## config.mk

```make
export PLATFORM = sky130hd
export DESIGN_NAME = inst_encoder_loader_flat
export DESIGN_NICKNAME = d
export VERILOG_FILES = /design/src/rtl/cpu_isa_pkg.sv /design/src/rtl/inst_encoder_loader_if.sv /design/src/rtl/inst_encoder_loader_packer.sv /design/src/rtl/inst_encoder_loader.sv /design/src/flat_wrapper.sv
export SDC_FILE = /design/constraint.sdc
export NUM_CORES = 1
export LEC_CHECK = 0
export ABC_CLOCK_PERIOD_IN_PS = 1940
export BUFFER_PORTS_ARGS = -buffer_cell sky130_fd_sc_hd__buf_2
export CORE_MARGIN = 10
export CORE_UTILIZATION = 47
export DETAILED_ROUTE_END_ITERATION = 10
export GPL_TIMING_DRIVEN = 0
export PLACE_DENSITY = 0.79
export SETUP_SLACK_MARGIN = 0.05
export SLEW_MARGIN = 10
export SYNTH_ARGS = -nofsm -noshare
export SYNTH_HDL_FRONTEND = slang
export SYNTH_SLANG_ARGS = --single-unit
```

## constraint.sdc

```tcl
create_clock -name clk -period 1.94 [get_ports clk]
set_input_delay 0.388 -clock clk [delete_from_list [all_inputs] [get_ports clk]]
set_output_delay 0.388 -clock clk [all_outputs]
set_load 0.1 [all_outputs]
```

## src/rtl/cpu_isa_pkg.sv

```systemverilog
// Instruction-word field layout shared by the field parser and the program loader,
// plus the loader's state encoding.
package cpu_isa_pkg;

  localparam int WORD_W  = 32;
  localparam int OP_W    = 6;
  localparam int REG_W   = 5;
  localparam int SHAMT_W = 5;
  localparam int FUNC_W  = 6;
  localparam int IMM_W   = 16;

  localparam int OP_MSB    = 31;
  localparam int OP_LSB    = 26;
  localparam int RS_MSB    = 25;
  localparam int RS_LSB    = 21;
  localparam int RT_MSB    = 20;
  localparam int RT_LSB    = 16;
  localparam int RD_MSB    = 15;
  localparam int RD_LSB    = 11;
  localparam int SHAMT_MSB = 10;
  localparam int SHAMT_LSB = 6;
  localparam int FUNC_MSB  = 5;
  localparam int FUNC_LSB  = 0;
  localparam int IMM_MSB   = 15;
  localparam int IMM_LSB   = 0;

  localparam logic [OP_W-1:0] OP_RTYPE = 6'b000000;

  typedef enum logic [1:0] {
    IDLE  = 2'd0,
    LOAD  = 2'd1,
    WRITE = 2'd2,
    DONE  = 2'd3
  } loader_state_e;

  typedef struct packed {
    logic [OP_W-1:0]    op;
    logic [REG_W-1:0]   rs;
    logic [REG_W-1:0]   rt;
    logic [REG_W-1:0]   rd;
    logic [SHAMT_W-1:0] shamt;
    logic [FUNC_W-1:0]  func;
    logic [IMM_W-1:0]   imm;
  } inst_fields_t;

endpackage

```

## src/rtl/inst_encoder_loader_if.sv

```systemverilog
// Program-entry tuple handshake, instruction-memory write port and session status.
// master = tuple source / memory side, slave = the loader.
interface inst_encoder_loader_if #(
  parameter int ADDR_W = 6
);
  logic              start;
  logic              in_valid;
  logic              in_ready;
  logic              in_last;
  logic [5:0]        OP;
  logic [4:0]        rs;
  logic [4:0]        rt;
  logic [4:0]        rd;
  logic [4:0]        shamt;
  logic [5:0]        func;
  logic [15:0]       imm;
  logic              mem_we;
  logic [ADDR_W-1:0] mem_addr;
  logic [31:0]       mem_wdata;
  logic              busy;
  logic              done;
  logic [ADDR_W:0]   inst_count;
  logic              overflow;

  modport master (
    output start, in_valid, in_last, OP, rs, rt, rd, shamt, func, imm,
    input  in_ready, mem_we, mem_addr, mem_wdata, busy, done, inst_count, overflow
  );

  modport slave (
    input  start, in_valid, in_last, OP, rs, rt, rd, shamt, func, imm,
    output in_ready, mem_we, mem_addr, mem_wdata, busy, done, inst_count, overflow
  );
endinterface

```

## src/rtl/inst_encoder_loader_packer.sv

```systemverilog
// Combinational field-to-word encoder; exact inverse of the instruction field parser.
module inst_packer
  import cpu_isa_pkg::*;
(
  input  inst_fields_t      fields_i,
  output logic [WORD_W-1:0] word_o
);

  always_comb begin
    word_o = '0;
    word_o[OP_MSB:OP_LSB] = fields_i.op;
    word_o[RS_MSB:RS_LSB] = fields_i.rs;
    word_o[RT_MSB:RT_LSB] = fields_i.rt;
    if (fields_i.op == OP_RTYPE) begin
      word_o[RD_MSB:RD_LSB]       = fields_i.rd;
      word_o[SHAMT_MSB:SHAMT_LSB] = fields_i.shamt;
      word_o[FUNC_MSB:FUNC_LSB]   = fields_i.func;
    end else begin
      word_o[IMM_MSB:IMM_LSB] = fields_i.imm;
    end
  end

endmodule

```

## src/rtl/inst_encoder_loader.sv

```systemverilog
// Program loader: accepts decoded field tuples, encodes them and writes one word
// per two cycles into instruction memory starting at BASE_ADDR.
module inst_encoder_loader
  import cpu_isa_pkg::*;
#(
  parameter int ADDR_W    = 6,
  parameter int DEPTH     = 64,
  parameter int BASE_ADDR = 0
) (
  input  logic                  clk,
  input  logic                  rst_n,
  inst_encoder_loader_if.slave  bus
);

  localparam logic [ADDR_W-1:0] BASE_L  = ADDR_W'(BASE_ADDR);
  localparam logic [ADDR_W:0]   DEPTH_L = (ADDR_W+1)'(DEPTH);

  loader_state_e     state_q, state_d;
  logic [ADDR_W-1:0] addr_q, addr_d;
  logic [ADDR_W-1:0] waddr_q, waddr_d;
  logic [ADDR_W:0]   cnt_q, cnt_d;
  logic [WORD_W-1:0] wdata_q, wdata_d;
  logic              last_q, last_d;
  logic              ovf_q, ovf_d;

  inst_fields_t      fields;
  logic [WORD_W-1:0] packed_word;

  assign fields = '{op: bus.OP, rs: bus.rs, rt: bus.rt, rd: bus.rd,
                    shamt: bus.shamt, func: bus.func, imm: bus.imm};

  inst_packer u_packer (
    .fields_i (fields),
    .word_o   (packed_word)
  );

  always_comb begin
    state_d = state_q;
    addr_d  = addr_q;
    waddr_d = waddr_q;
    cnt_d   = cnt_q;
    wdata_d = wdata_q;
    last_d  = last_q;
    ovf_d   = ovf_q;
    unique case (state_q)
      IDLE, DONE: begin
        if (bus.start) begin
          state_d = LOAD;
          addr_d  = BASE_L;
          cnt_d   = '0;
          ovf_d   = 1'b0;
        end
      end
      LOAD: begin
        if (bus.in_valid) begin
          wdata_d = packed_word;
          waddr_d = addr_q;
          last_d  = bus.in_last;
          state_d = WRITE;
        end
      end
      WRITE: begin
        cnt_d  = cnt_q + 1'b1;
        // Address wraps naturally modulo 2**ADDR_W.
        addr_d = addr_q + 1'b1;
        if (last_q) begin
          state_d = DONE;
        end else if (cnt_d == DEPTH_L) begin
          state_d = DONE;
          ovf_d   = 1'b1;
        end else begin
          state_d = LOAD;
        end
      end
      default: state_d = IDLE;
    endcase
  end

  always_ff @(posedge clk) begin
    if (!rst_n) begin
      state_q <= IDLE;
      addr_q  <= '0;
      waddr_q <= '0;
      cnt_q   <= '0;
      wdata_q <= '0;
      last_q  <= 1'b0;
      ovf_q   <= 1'b0;
    end else begin
      state_q <= state_d;
      addr_q  <= addr_d;
      waddr_q <= waddr_d;
      cnt_q   <= cnt_d;
      wdata_q <= wdata_d;
      last_q  <= last_d;
      ovf_q   <= ovf_d;
    end
  end

  assign bus.in_ready   = (state_q == LOAD);
  assign bus.busy       = (state_q == LOAD) || (state_q == WRITE);
  assign bus.mem_we     = (state_q == WRITE);
  assign bus.done       = (state_q == DONE);
  assign bus.mem_addr   = waddr_q;
  assign bus.mem_wdata  = wdata_q;
  assign bus.inst_count = cnt_q;
  assign bus.overflow   = ovf_q;

endmodule
```

## src/flat_wrapper.sv

```systemverilog
// flat-port wrapper written by rule: the top's interface ports become plain ports
module inst_encoder_loader_flat import cpu_isa_pkg::*;
#(
  parameter int ADDR_W    = 6,
  parameter int DEPTH     = 64,
  parameter int BASE_ADDR = 0
)
  (clk, rst_n, bus_start, bus_in_valid, bus_in_last, bus_OP, bus_rs, bus_rt, bus_rd, bus_shamt, bus_func, bus_imm, bus_in_ready, bus_mem_we, bus_mem_addr, bus_mem_wdata, bus_busy, bus_done, bus_inst_count, bus_overflow);
  inst_encoder_loader_if #(.ADDR_W(ADDR_W)) bus_i ();
  input  logic clk;
  input  logic rst_n;
  input wire logic [$bits(bus_i.start)-1:0] bus_start;
  input wire logic [$bits(bus_i.in_valid)-1:0] bus_in_valid;
  input wire logic [$bits(bus_i.in_last)-1:0] bus_in_last;
  input wire logic [$bits(bus_i.OP)-1:0] bus_OP;
  input wire logic [$bits(bus_i.rs)-1:0] bus_rs;
  input wire logic [$bits(bus_i.rt)-1:0] bus_rt;
  input wire logic [$bits(bus_i.rd)-1:0] bus_rd;
  input wire logic [$bits(bus_i.shamt)-1:0] bus_shamt;
  input wire logic [$bits(bus_i.func)-1:0] bus_func;
  input wire logic [$bits(bus_i.imm)-1:0] bus_imm;
  output wire logic [$bits(bus_i.in_ready)-1:0] bus_in_ready;
  output wire logic [$bits(bus_i.mem_we)-1:0] bus_mem_we;
  output wire logic [$bits(bus_i.mem_addr)-1:0] bus_mem_addr;
  output wire logic [$bits(bus_i.mem_wdata)-1:0] bus_mem_wdata;
  output wire logic [$bits(bus_i.busy)-1:0] bus_busy;
  output wire logic [$bits(bus_i.done)-1:0] bus_done;
  output wire logic [$bits(bus_i.inst_count)-1:0] bus_inst_count;
  output wire logic [$bits(bus_i.overflow)-1:0] bus_overflow;
  assign bus_i.start = bus_start;
  assign bus_i.in_valid = bus_in_valid;
  assign bus_i.in_last = bus_in_last;
  assign bus_i.OP = bus_OP;
  assign bus_i.rs = bus_rs;
  assign bus_i.rt = bus_rt;
  assign bus_i.rd = bus_rd;
  assign bus_i.shamt = bus_shamt;
  assign bus_i.func = bus_func;
  assign bus_i.imm = bus_imm;
  assign bus_in_ready = bus_i.in_ready;
  assign bus_mem_we = bus_i.mem_we;
  assign bus_mem_addr = bus_i.mem_addr;
  assign bus_mem_wdata = bus_i.mem_wdata;
  assign bus_busy = bus_i.busy;
  assign bus_done = bus_i.done;
  assign bus_inst_count = bus_i.inst_count;
  assign bus_overflow = bus_i.overflow;
  inst_encoder_loader #(.ADDR_W(ADDR_W), .DEPTH(DEPTH), .BASE_ADDR(BASE_ADDR)) u_core (.clk(clk), .rst_n(rst_n), .bus(bus_i));
endmodule
```

==> impl_metrics.xml <==
<?xml version="1.0" encoding="UTF-8"?>
<metrics>
  <group name="finish">
    <metric name="mostFrequentLayoutCells" unit="">106 x sky130_fd_sc_hd__buf_2, 59 x sky130_fd_sc_hd__nand2_1, 49 x sky130_fd_sc_hd__dfxtp_1, 31 x sky130_fd_sc_hd__a21oi_1, 24 x sky130_fd_sc_hd__nor2_1</metric>
    <metric name="finalNetCount" unit="">449</metric>
    <metric name="finalNonFillerCells" unit="">458</metric>
    <metric name="final_layout_size_suffix_gt1_share" unit="%">33.8</metric>
    <metric name="insertedDiodeCount" unit="">0</metric>
    <metric name="num-fill-cells" unit="">445</metric>
    <metric name="area.growth.synth_to_final" unit="%">29.6</metric>
    <metric name="design_area" unit="sq um">3100</metric>
    <metric name="most_common_cell_after_layout_fill_and_taps_aside" unit="">sky130_fd_sc_hd__buf_2</metric>
    <metric name="seq_area" unit="sq um">1110</metric>
    <metric name="multi_input_comb_area" unit="sq um">1190</metric>
  </group>
  <group name="job">
    <metric name="cap_viol_max_count" unit="">0</metric>
  </group>
  <group name="placed_design">
    <metric name="buffer_ports.inserted" unit="">102</metric>
    <metric name="place.gp.congestion" unit="">0.797</metric>
    <metric name="dp.final_hpwl" unit="mm">5.11</metric>
    <metric name="placed_instances" unit="">450</metric>
    <metric name="detailed_place.area" unit="sq um">3000</metric>
    <metric name="post-place-ws" unit="ns">0.0307</metric>
  </group>
  <group name="drt">
    <metric name="drt_first_pass_iters" unit="">4</metric>
    <metric name="drc" unit="">0</metric>
    <metric name="routed-via-count" unit="">2331</metric>
    <metric name="met3WireLength" unit="microns">593</metric>
    <metric name="met1_wl" unit="mm">2.94</metric>
    <metric name="postRouteAntennaNets" unit="">0</metric>
    <metric name="viasPerCell" unit="">5.09</metric>
    <metric name="met2_length" unit="mm">2.95</metric>
    <metric name="routed_wl" unit="mm">6.50</metric>
    <metric name="topRoutingLayerUsed" unit="">met4</metric>
    <metric name="wl_per_cell" unit="microns">14.2</metric>
    <metric name="initialDrtViolationCount" unit="">124</metric>
  </group>
  <group name="sta">
    <metric name="setup_ws" unit="ns">0.127</metric>
    <metric name="grt_setup_unrepaired" unit="">false</metric>
    <metric name="timing_worst_slew_pin_value" unit="ns">0.518</metric>
    <metric name="setup_total_negative_slack" unit="ns">0</metric>
    <metric name="timing_hold_violations_final" unit="">0</metric>
    <metric name="worst_slew_margin_rel" unit="%">65.5</metric>
    <metric name="period_needed" unit="ns">1.81</metric>
    <metric name="min_period_over_period" unit="%">93.5</metric>
    <metric name="setup_viol" unit="">0</metric>
    <metric name="finalMaxSlewViolations" unit="">0</metric>
    <metric name="clock-skew-final" unit="ns">0.00864</metric>
    <metric name="achievable-frequency" unit="MHz">551</metric>
  </group>
  <group name="global_route">
    <metric name="grt_start_max_net_pins" unit="">19</metric>
    <metric name="first_global_vias" unit="">2327</metric>
    <metric name="grt_use_total" unit="%">15.4</metric>
    <metric name="grt_antenna_before_repair" unit="">0</metric>
    <metric name="wire_length_of_the_first_global_routing_pass" unit="mm">11.0</metric>
    <metric name="total_overflow_reported_by_the_global_router" unit="">0</metric>
  </group>
  <group name="logic_synthesis">
    <metric name="synth.avg_cell_area" unit="sq um">8.51</metric>
    <metric name="count_of_distinct_cell_types_in_the_synthesized_netlist" unit="">38</metric>
    <metric name="seq_cells_post_synth" unit="">55</metric>
    <metric name="synthesis.instances" unit="">281</metric>
    <metric name="ys.warnings.count" unit="">0</metric>
    <metric name="ys_async_sr_fraction" unit="%">0</metric>
    <metric name="seq_area_frac_synth" unit="%">46.0</metric>
    <metric name="synth_edf_count" unit="">0</metric>
    <metric name="ys.flop_type" unit="">sky130_fd_sc_hd__dfxtp_1</metric>
    <metric name="synthesis.nets" unit="">340</metric>
    <metric name="syn_area" unit="sq um">2390</metric>
  </group>
  <group name="clocking">
    <metric name="clock_tree.buffer_depth" unit="">2</metric>
    <metric name="post-cts-setup-buffers" unit="">0</metric>
    <metric name="clk_pin_slew_worst_paths" unit="ns">0.11</metric>
    <metric name="clock_insertion_delay_worst_skew" unit="ns">0.31</metric>
    <metric name="cts_tree" unit="">yes</metric>
    <metric name="cts_num_sinks" unit="">55</metric>
    <metric name="tritoncts.num_buffers" unit="">5</metric>
    <metric name="h-tree-depth" unit="">2</metric>
    <metric name="cts-hold-fix-buffers" unit="">0</metric>
    <metric name="clock_root_buffer" unit="">sky130_fd_sc_hd__clkbuf_8</metric>
  </group>
  <group name="power">
    <metric name="total_switching_power" unit="W">0.00108</metric>
    <metric name="vdd_drop_max" unit="mV">0.485</metric>
    <metric name="leakage" unit="nW">1.47</metric>
    <metric name="share_seq_of_total_power" unit="%">45.1</metric>
    <metric name="cellInternalPower" unit="W">0.00163</metric>
    <metric name="power-per-cell-area" unit="nW/um^2">872</metric>
    <metric name="fin_total_pwr" unit="W">0.00270</metric>
    <metric name="p_clk_share" unit="%">24.6</metric>
    <metric name="switching_share" unit="%">39.9</metric>
    <metric name="comb_power_share" unit="%">30.2</metric>
  </group>
  <group name="critical_path">
    <metric name="crit_path_start_kind" unit="">flip-flop</metric>
    <metric name="r2r_slack" unit="ns">0.23</metric>
    <metric name="worstPathArrival" unit="ns">1.43</metric>
    <metric name="worstPathMaxFanout" unit="">5</metric>
    <metric name="worst-setup-path-type" unit="">reg2out</metric>
    <metric name="endpoint_kind" unit="">primary output</metric>
    <metric name="critical_path_required" unit="ns">1.55</metric>
  </group>
  <group name="floorplanning">
    <metric name="initial_core_util" unit="%">49.6</metric>
    <metric name="die_area" unit="sq um">8340</metric>
    <metric name="die_w" unit="microns">91.3</metric>
    <metric name="core-area" unit="sq um">4820</metric>
    <metric name="io_pins" unit="">103</metric>
    <metric name="dieHeight" unit="microns">91.3</metric>
    <metric name="rows" unit="">25</metric>
  </group>
  <group name="hold_path">
    <metric name="min-delay-path-class" unit="">in2reg</metric>
  </group>
  <group name="outcome">
    <metric name="outcome" unit="">complete, no violations</metric>
  </group>
</metrics>
worst paths after layout:
kind,from,depth (start not counted),end
setup / recovery,u_core.state_q[1],2,bus_mem_we
setup reg to reg,u_core.state_q[1],6,u_core.bus.mem_wdata[12]
hold / removal,bus_rs[4],3,u_core.bus.mem_wdata[25]
hold reg to reg,u_core.bus.mem_wdata[29],2,u_core.bus.mem_wdata[29]
layer usage:
metal	GRT usage, %	vias up
met5	0	-
met4	3.13	0
met3	6.50	2
met2	24.9	81
met1	18.7	1061
li1	-	1187
state kept, by name, summed over array words and instances, names as in the netlist:
name and count:
u_core.bus.mem_addr 6, u_core.bus.overflow 1, u_core.bus.mem_wdata 32, u_core.bus.inst_count 7, u_core.state_q 2, u_core.last_q 1, u_core.addr_q 6
cells in the mapped netlist (all sizes together), types with 3 or more instances:
library cell  count  area (sq um)
dfxtp            55          1100
and2              4          25.0
nand3             3          15.0
o21ai             9          45.0
mux2              3          33.8
buf               9          52.6
mux2i            17           170
nand2            60           228
nor3              3          20.0
clkbuf            8          30.0
nor4              4          31.3
inv               6          22.5
a211oi           19           143
nor2             24          90.1
a21oi            31           155
ha                6          75.1
what timing repair did:
item / in CTS / in global routing
resized for setup: 2 / 3
setup endpoints to repair: 1 / 12
gates cloned: 0 / 0
stage by stage:
stage / hold WS, ns / util (%)
after global routing: 0.290 / 64.3
after detailed placement: 0.443 / 62.2
final: 0.297 / 64.3
after floorplan: 0.444 / -
after CTS: 0.291 / 64.3
after global placement: 0.439 / 62.2
area by class of cell:
class	instances	area share [%]
well taps	67	2.70
repair buffers	102	16.8
inverters	6	0.727
flip-flops and latches	55	35.8
multi-input cells	203	38.4
clock buffers	5	2.22
clock inverters	3	0.767
plain buffers	17	2.66
cells by family after synthesis:
family / after synthesis / share of synthesized area (%)
buf+inv: 23 / 4.40
mux: 20 / 8.53
compound gates: 68 / 17.5
xor+xnor: 3 / 1.10
fa+ha+maj: 6 / 3.14
flops: 55 / 46.0
simple gates: 106 / 19.3
power groups by stage:
stage	combinational, W	sequential [W]	clock (W)
6_report	0.000818	0.00122	0.000666
5_1_grt	0.000867	0.00123	0.000724
4_1_cts	0.000820	0.00122	0.000676
3_5_place_dp	0.000815	0.00124	0
3_3_place_gp	0.000808	0.00124	0
2_1_floorplan	0.000265	0.00162	0
worst max-delay path, stage by stage (launching register included):
cell,delay [ns]
sky130_fd_sc_hd__dfxtp_1,0.42
sky130_fd_sc_hd__ha_2,0.25
sky130_fd_sc_hd__buf_2,0.44
(Power assumes the default switching activity.)
